**config.mk**
```make
export PLATFORM = sky130hd
export DESIGN_NAME = vga_pixel_pipe
export DESIGN_NICKNAME = d
export VERILOG_FILES = /design/src/rtl/vga_pixel_pipe.sv
export SDC_FILE = /design/constraint.sdc
export NUM_CORES = 1
export LEC_CHECK = 0
export ABC_AREA = 1
export BUFFER_PORTS_ARGS = -buffer_cell sky130_fd_sc_hd__buf_2
export CAP_MARGIN = 20
export CORE_UTILIZATION = 50
export CTS_CLUSTER_DIAMETER = 30
export DETAILED_ROUTE_END_ITERATION = 12
export GPL_TIMING_DRIVEN = 0
export PLACE_DENSITY = 0.79
export REMOVE_ABC_BUFFERS = 1
export SYNTH_ARGS = -nofsm -noshare
export SYNTH_HDL_FRONTEND = slang
export SYNTH_SLANG_ARGS = --single-unit
```
**constraint.sdc**
```tcl
create_clock -name clk_25 -period 2 [get_ports clk_25]
set_input_delay 0.1 -clock clk_25 [delete_from_list [all_inputs] [get_ports clk_25]]
set_output_delay 0.1 -clock clk_25 [all_outputs]
set_load 0.05 [all_outputs]
```
**src/rtl/vga_pixel_pipe.sv**
```systemverilog
// vga_pixel_pipe: linear ROM addressing, sync/blank delay matched to ROM
// latency, and registered grayscale RGB with overrun detection.
module vga_pixel_pipe #(
  parameter int H_ACTIVE    = 640,
  parameter int V_ACTIVE    = 480,
  parameter int ADDR_W      = 19,
  parameter int MEM_LATENCY = 1
) (
  input  logic              clk_25,
  input  logic              n_rst,
  input  logic              hsync_in,
  input  logic              vsync_in,
  input  logic              video_on_in,
  input  logic              synch_in,
  input  logic [7:0]        pixel_data,
  output logic [ADDR_W-1:0] address,
  output logic              vga_hs,
  output logic              vga_vs,
  output logic              vga_blank_n,
  output logic              vga_sync_n,
  output logic [7:0]        vga_r,
  output logic [7:0]        vga_g,
  output logic [7:0]        vga_b,
  output logic              frame_err
);

  localparam int DEPTH = MEM_LATENCY + 1;
  localparam logic [ADDR_W-1:0] LAST =
    ADDR_W'(H_ACTIVE * V_ACTIVE - 1);

  logic [ADDR_W-1:0] pix_idx;
  logic              wrapped;
  logic              armed;
  logic [DEPTH-1:0]  hs_d;
  logic [DEPTH-1:0]  vs_d;
  logic [DEPTH-1:0]  vo_d;
  logic [DEPTH-1:0]  sy_d;
  logic [7:0]        pix_q;
  logic              at_last;

  assign at_last = (pix_idx == LAST);

  always_ff @(posedge clk_25 or negedge n_rst) begin
    if (!n_rst) begin
      pix_idx <= '0;
    end else if (!vsync_in) begin
      pix_idx <= '0;
    end else if (video_on_in) begin
      pix_idx <= at_last ? '0 : pix_idx + ADDR_W'(1);
    end
  end

  // armed keeps a frame entered mid-way after reset from flagging.
  always_ff @(posedge clk_25 or negedge n_rst) begin
    if (!n_rst) begin
      wrapped   <= 1'b0;
      armed     <= 1'b0;
      frame_err <= 1'b0;
    end else if (!vsync_in) begin
      wrapped <= 1'b0;
      armed   <= 1'b1;
    end else if (video_on_in) begin
      if (wrapped && armed)
        frame_err <= 1'b1;
      wrapped <= at_last;
    end
  end

  always_ff @(posedge clk_25 or negedge n_rst) begin
    if (!n_rst) begin
      hs_d <= '1;
      vs_d <= '1;
      sy_d <= '1;
      vo_d <= '0;
    end else begin
      hs_d <= {hs_d[DEPTH-2:0], hsync_in};
      vs_d <= {vs_d[DEPTH-2:0], vsync_in};
      sy_d <= {sy_d[DEPTH-2:0], synch_in};
      vo_d <= {vo_d[DEPTH-2:0], video_on_in};
    end
  end

  // vo_d[MEM_LATENCY-1] lines up with the ROM q for that pixel.
  always_ff @(posedge clk_25 or negedge n_rst) begin
    if (!n_rst)
      pix_q <= '0;
    else if (vo_d[MEM_LATENCY-1])
      pix_q <= pixel_data;
    else
      pix_q <= '0;
  end

  assign address     = pix_idx;
  assign vga_hs      = hs_d[DEPTH-1];
  assign vga_vs      = vs_d[DEPTH-1];
  assign vga_sync_n  = sy_d[DEPTH-1];
  assign vga_blank_n = vo_d[DEPTH-1];
  assign vga_r       = pix_q;
  assign vga_g       = pix_q;
  assign vga_b       = pix_q;

endmodule
```
After elaboration in Yosys (flattened, before gate mapping)
Index checks and enable logic that the tools add are counted.
{"block": "op_classes", "mux": 6, "add_sub_neg": 1, "n_eq_ne": 2, "n_reduce_logical": 2}
{"operator": "$mux W19", "count": 3}
{"operator": "$add A19 B1 Y19 const B", "count": 1}
{"operator": "$eq A19 B19 Y1 const B", "count": 1}
{"operator": "$mux W8", "count": 1}
{"operator": "$reduce_and A3 Y1", "count": 1}
{"operator": "$mux W1", "count": 2}
{"operator": "$ne A2 B1 Y1 const B", "count": 1}
{"operator": "$logic_and A1 B1 Y1", "count": 1}
{"block": "totals", "wordCells": 20, "regBits": 38}

Longest topological paths before layout
{"block": "depth", "depth_word": 4, "mapped_depth": 9}

Worst setup path before layout
Ideal clock, no wire load.
{"block": "synth_path", "path_type": "register to register", "start": "register pix_idx[0], in the netlist address[0]", "end": "register pix_idx[0], in the netlist address[0]", "path_stages_with_launch": 10, "setup_time_ns": 0.139, "path_slack_ns": 0.148, "arrival_time_ns": 1.713, "synth_period_minus_slack_ns": 1.852, "cell_sequence": "dfrtp_1 > ha_1 > nand2_2 > nor2_4 > nand2_4 > nor2_4 > nand2_2 > nand2_4 > buf_12 > o21ai_2"}
{"block": "synth_via", "elab_chain_cells": 4, "word_cells_on_any_way": 5, "cone_classes": "add/sub: 1; eq/ne: 1; mux: 3"}
{"item": "start: declaration", "line": "31", "source": "logic [ADDR_W-1:0] pix_idx;"}
{"item": "start signal: assignment", "line": "49", "source": "pix_idx <= at_last ? '0 : pix_idx + ADDR_W'(1);"}
{"item": "$add A19 B1 Y19 / $eq A19 B19 Y1 (equally long branches)", "line": "49, 41"}
{"item": "$mux W19 (*)", "line": "49"}
{"item": "$mux W19 (*)", "line": "48", "source": "end else if (video_on_in) begin"}
{"item": "$mux W19 (*)", "line": "46", "source": "end else if (!vsync_in) begin"}
Mark *: on every way between the ends. The rest lies on a longest branch, timed or not. The select of a mux whose other input is x is not followed.
A chain may end at the register's enable or synchronous reset.

Worst setup path after layout
{"block": "layout_path", "start": "register pix_idx[0], in the netlist address[0]", "end": "register pix_idx[14], in the netlist address[14]"}
Same word-level chain as after synthesis.

==> summary.txt <==
ant diodes -> 0
worst reg2reg setup slack -> 0.21 ns
post-synth cell types -> 22
type of the worst setup path -> flop to flop
hold path start -> pixel_data[1]
vias in the first global route -> 1465
clock network power share -> 34.7%
antenna violations before repair -> 0
area of the core -> 3720 sq um
dpl ws -> 0.238 ns
Max-slew headroom -> 45.2%
Max stage delay on crit path -> 0.46 ns
H-tree depth -> 2
Buf+Inv Stages, Crit Path -> 0
routed len/inst -> 12.1 um
Seq/Total Area, Yosys -> 48.9%
FMAX -> 557 MHz
Final WS setup -> 0.205 ns
adder-cell share of the synthesized area -> 0.639%
first-pass GRT wire length -> 6.80 mm
Critical-path top delay cell -> nor2_1
fin util -> 64.3%
hold path depth -> 3
Die Area -> 4170 sq um
fin nets -> 307
Synth Area per Inst -> 8.45 sq um
port bufs -> 61
Remaining DRCs -> 0
placed insts -> 322
capturing element type of the critical path -> flop
min Tclk post-route -> 1.79 ns
Switch Pwr -> 472 uW
Req. time, crit path -> 2.24 ns
Synth Instances -> 232
Max clock buf depth -> 2
switching share of total power -> 29.5%
most common cell after layout, fill and taps aside -> nand2_1
P_int -> 1.13 mW
pin count of the biggest net entering global routing -> 39
Reg power frac -> 50.6%
I/O pins -> 62
Die Width -> 64.6 um
Cell Chain, Critical Path -> ha_1 > nand2_2 > nor2_4 > nand3_1 > nor2_1 > nor2_1 > nand3_1 > nand2_1
CP max FO -> 7
Tightest Pin Transition -> 0.822 ns
post-synthesis register bit count -> 38
RePlAce Congestion -> 0.865
layout cell share with drive strength beyond 1 -> 33.4%
Clock Sink Count -> 38
worst reg2reg path endpoint -> address[14]
DR vias -> 1635
Min-Delay Path Class -> input port to flop
RSZ-0062 raised after global routing -> false
Startpoint Class -> flop
Setup violations, final -> 0
complex-gate fraction of the synthesized area -> 7.09%
starting DRC count in detailed routing -> 85
Synthesis Warnings -> 0
outcome -> finished, final reports clean
final instance area -> 2390 sq um
WL final -> 4.13 mm
Layout Area Growth over Synthesis -> 22.0%
post-synthesis mux area share -> 0%
Register-to-Register Path Depth -> 8
Die Ht -> 64.6 um
largest family of logic cells by synthesized area -> simple AND/OR/NAND/NOR gates
combinational power share -> 14.8%
number of setup buffers added after CTS -> 0
Hold Slack -> 0.0133 ns
Worst-path clk slew -> 0.07 ns
Post-synth EDFFs -> 0
Initial Util -> 52.7%
endpoints failing hold -> 0
leakage power -> 1.23 nW
Async S/R FF share, synth -> 100%
Final Power -> 1.60 mW
Worst Skew -> 0.00364 ns
total global routing track utilization -> 21.9%
Period Utilization, post-route -> 89.7%
Clk Latency, worst-skew pair -> 0.30 ns
Post-Synth Simple-Gate Area -> 27.0%
grt ovf -> 0
Synth Area in XOR/XNOR -> 4.02%
First-pass DRT Iterations -> 4
Maximum Capacitance Violations -> 0
Num CTS Buffers -> 5
synthesized cell area -> 1960 sq um
Root Driver -> clkbuf_8
Final TNS setup -> 0 ns
final non-filler cell total -> 341
worst hold endpoint -> vga_b[1]
num rows -> 22
reg2reg start -> address[0]
CTS tree -> done
commonest cells after routing, fill and taps aside -> 73 x nand2_1, 61 x buf_2, 32 x dfrtp_1, 24 x inv_1, 19 x nor2_1
critical path's top delay family -> simple AND/OR/NAND/NOR gates
DP HPWL -> 2.84 mm
Antenna Nets Post-Route -> 0
Post-Place Cell Area -> 2180 sq um
DR vias/cell -> 4.79
Peak VDD IR -> 344 uV
Power per Cell Area -> 669 nW/um^2
Primary FF master, synth -> dfrtp_1
Max Transition Viols Final -> 0
CP arrival -> 2.03 ns
[kinds of logic (layout without fill, tap and decap cells)]
logic type	Yosys count	after routing
and+or+nand+nor	121	121
buffers and inverters	44	105
DFF	38	38
AOI/OAI and AO/OA	19	19
xor gates and xnor gates	9	9
adders and majority gates	1	1
[worst max path at each step]
stage / startpoint / endpoint / cells after the start
after floorplan: address[0] / address[10] / 8
after global placement: address[0] / address[14] / 8
after detailed placement: address[0] / address[14] / 8
after CTS: address[0] / address[14] / 8
after global routing: address[0] / address[17] / 8
final: address[0] / address[14] / 8
[timing repair]
| action | CTS | global route |
|---|---|---|
| hold buffers | 11 | 0 |
| hold endpoints to repair | 42 | 0 |
| gates resized for setup | 0 | 0 |
[sequential cells by signal (all words and copies together), names as in the netlist]
name and flops:
vo_d 2, frame_err 1, wrapped 1, sy_d 2, armed 1, hs_d 2
vga_b 8, vs_d 2, address 19
[layout make-up]
class	count	area, sq um
Clock buffer	6	82.6
Clock inverter	2	12.5
Fill cell	323	1330
Multi-Input combinational cell	150	759
Inverter	24	90.1
Sequential cell	38	958
Tap cell	48	60.1
Timing Repair Buffer	73	427
[synth_stat cells, types with 2 or more instances]
| master | number | area (sq um) |
|---|---|---|
| nand3_1 | 14 | 70.1 |
| dfrtp_1 | 32 | 801 |
| o21ai_0 | 7 | 35.0 |
| xor2_1 | 6 | 52.6 |
| nor3_1 | 4 | 20.0 |
| buf_4 | 16 | 120 |
| clkbuf_1 | 3 | 11.3 |
| inv_1 | 24 | 90.1 |
| xnor2_1 | 3 | 26.3 |
| nand2_2 | 3 | 18.8 |
| o21ai_2 | 10 | 87.6 |
| dfstp_2 | 6 | 158 |
| nand2_1 | 73 | 274 |
| nor2_2 | 2 | 12.5 |
| nor2_4 | 3 | 33.8 |
| nand2_4 | 2 | 22.5 |
| nor2_1 | 19 | 71.3 |
[routing by layer]
metal  vias up  wire length (um)  track usage, %
met5         -                 0               0
met4         0                60            8.89
met3         7               189            5.81
met2        41              2130            35.9
met1       766              1750            27.3
li1        821                 -               -
[power groups by stage]
stage	Clock, mW	Combinational (mW)	Sequential (mW)
final	0.554	0.236	0.808
after global routing	0.605	0.249	0.811
after CTS	0.563	0.237	0.808
after detailed placement	0	0.219	0.823
after global placement	0	0.213	0.821
after floorplan	0	0.0259	0.941
[tightest hold or removal path: cells and delay by family]
family	cells	cell delay, ns
buffers and inverters	2	0.13
AND/OR/NAND/NOR	1	0.05
Note: power is estimated with default switching activity, not from simulation.
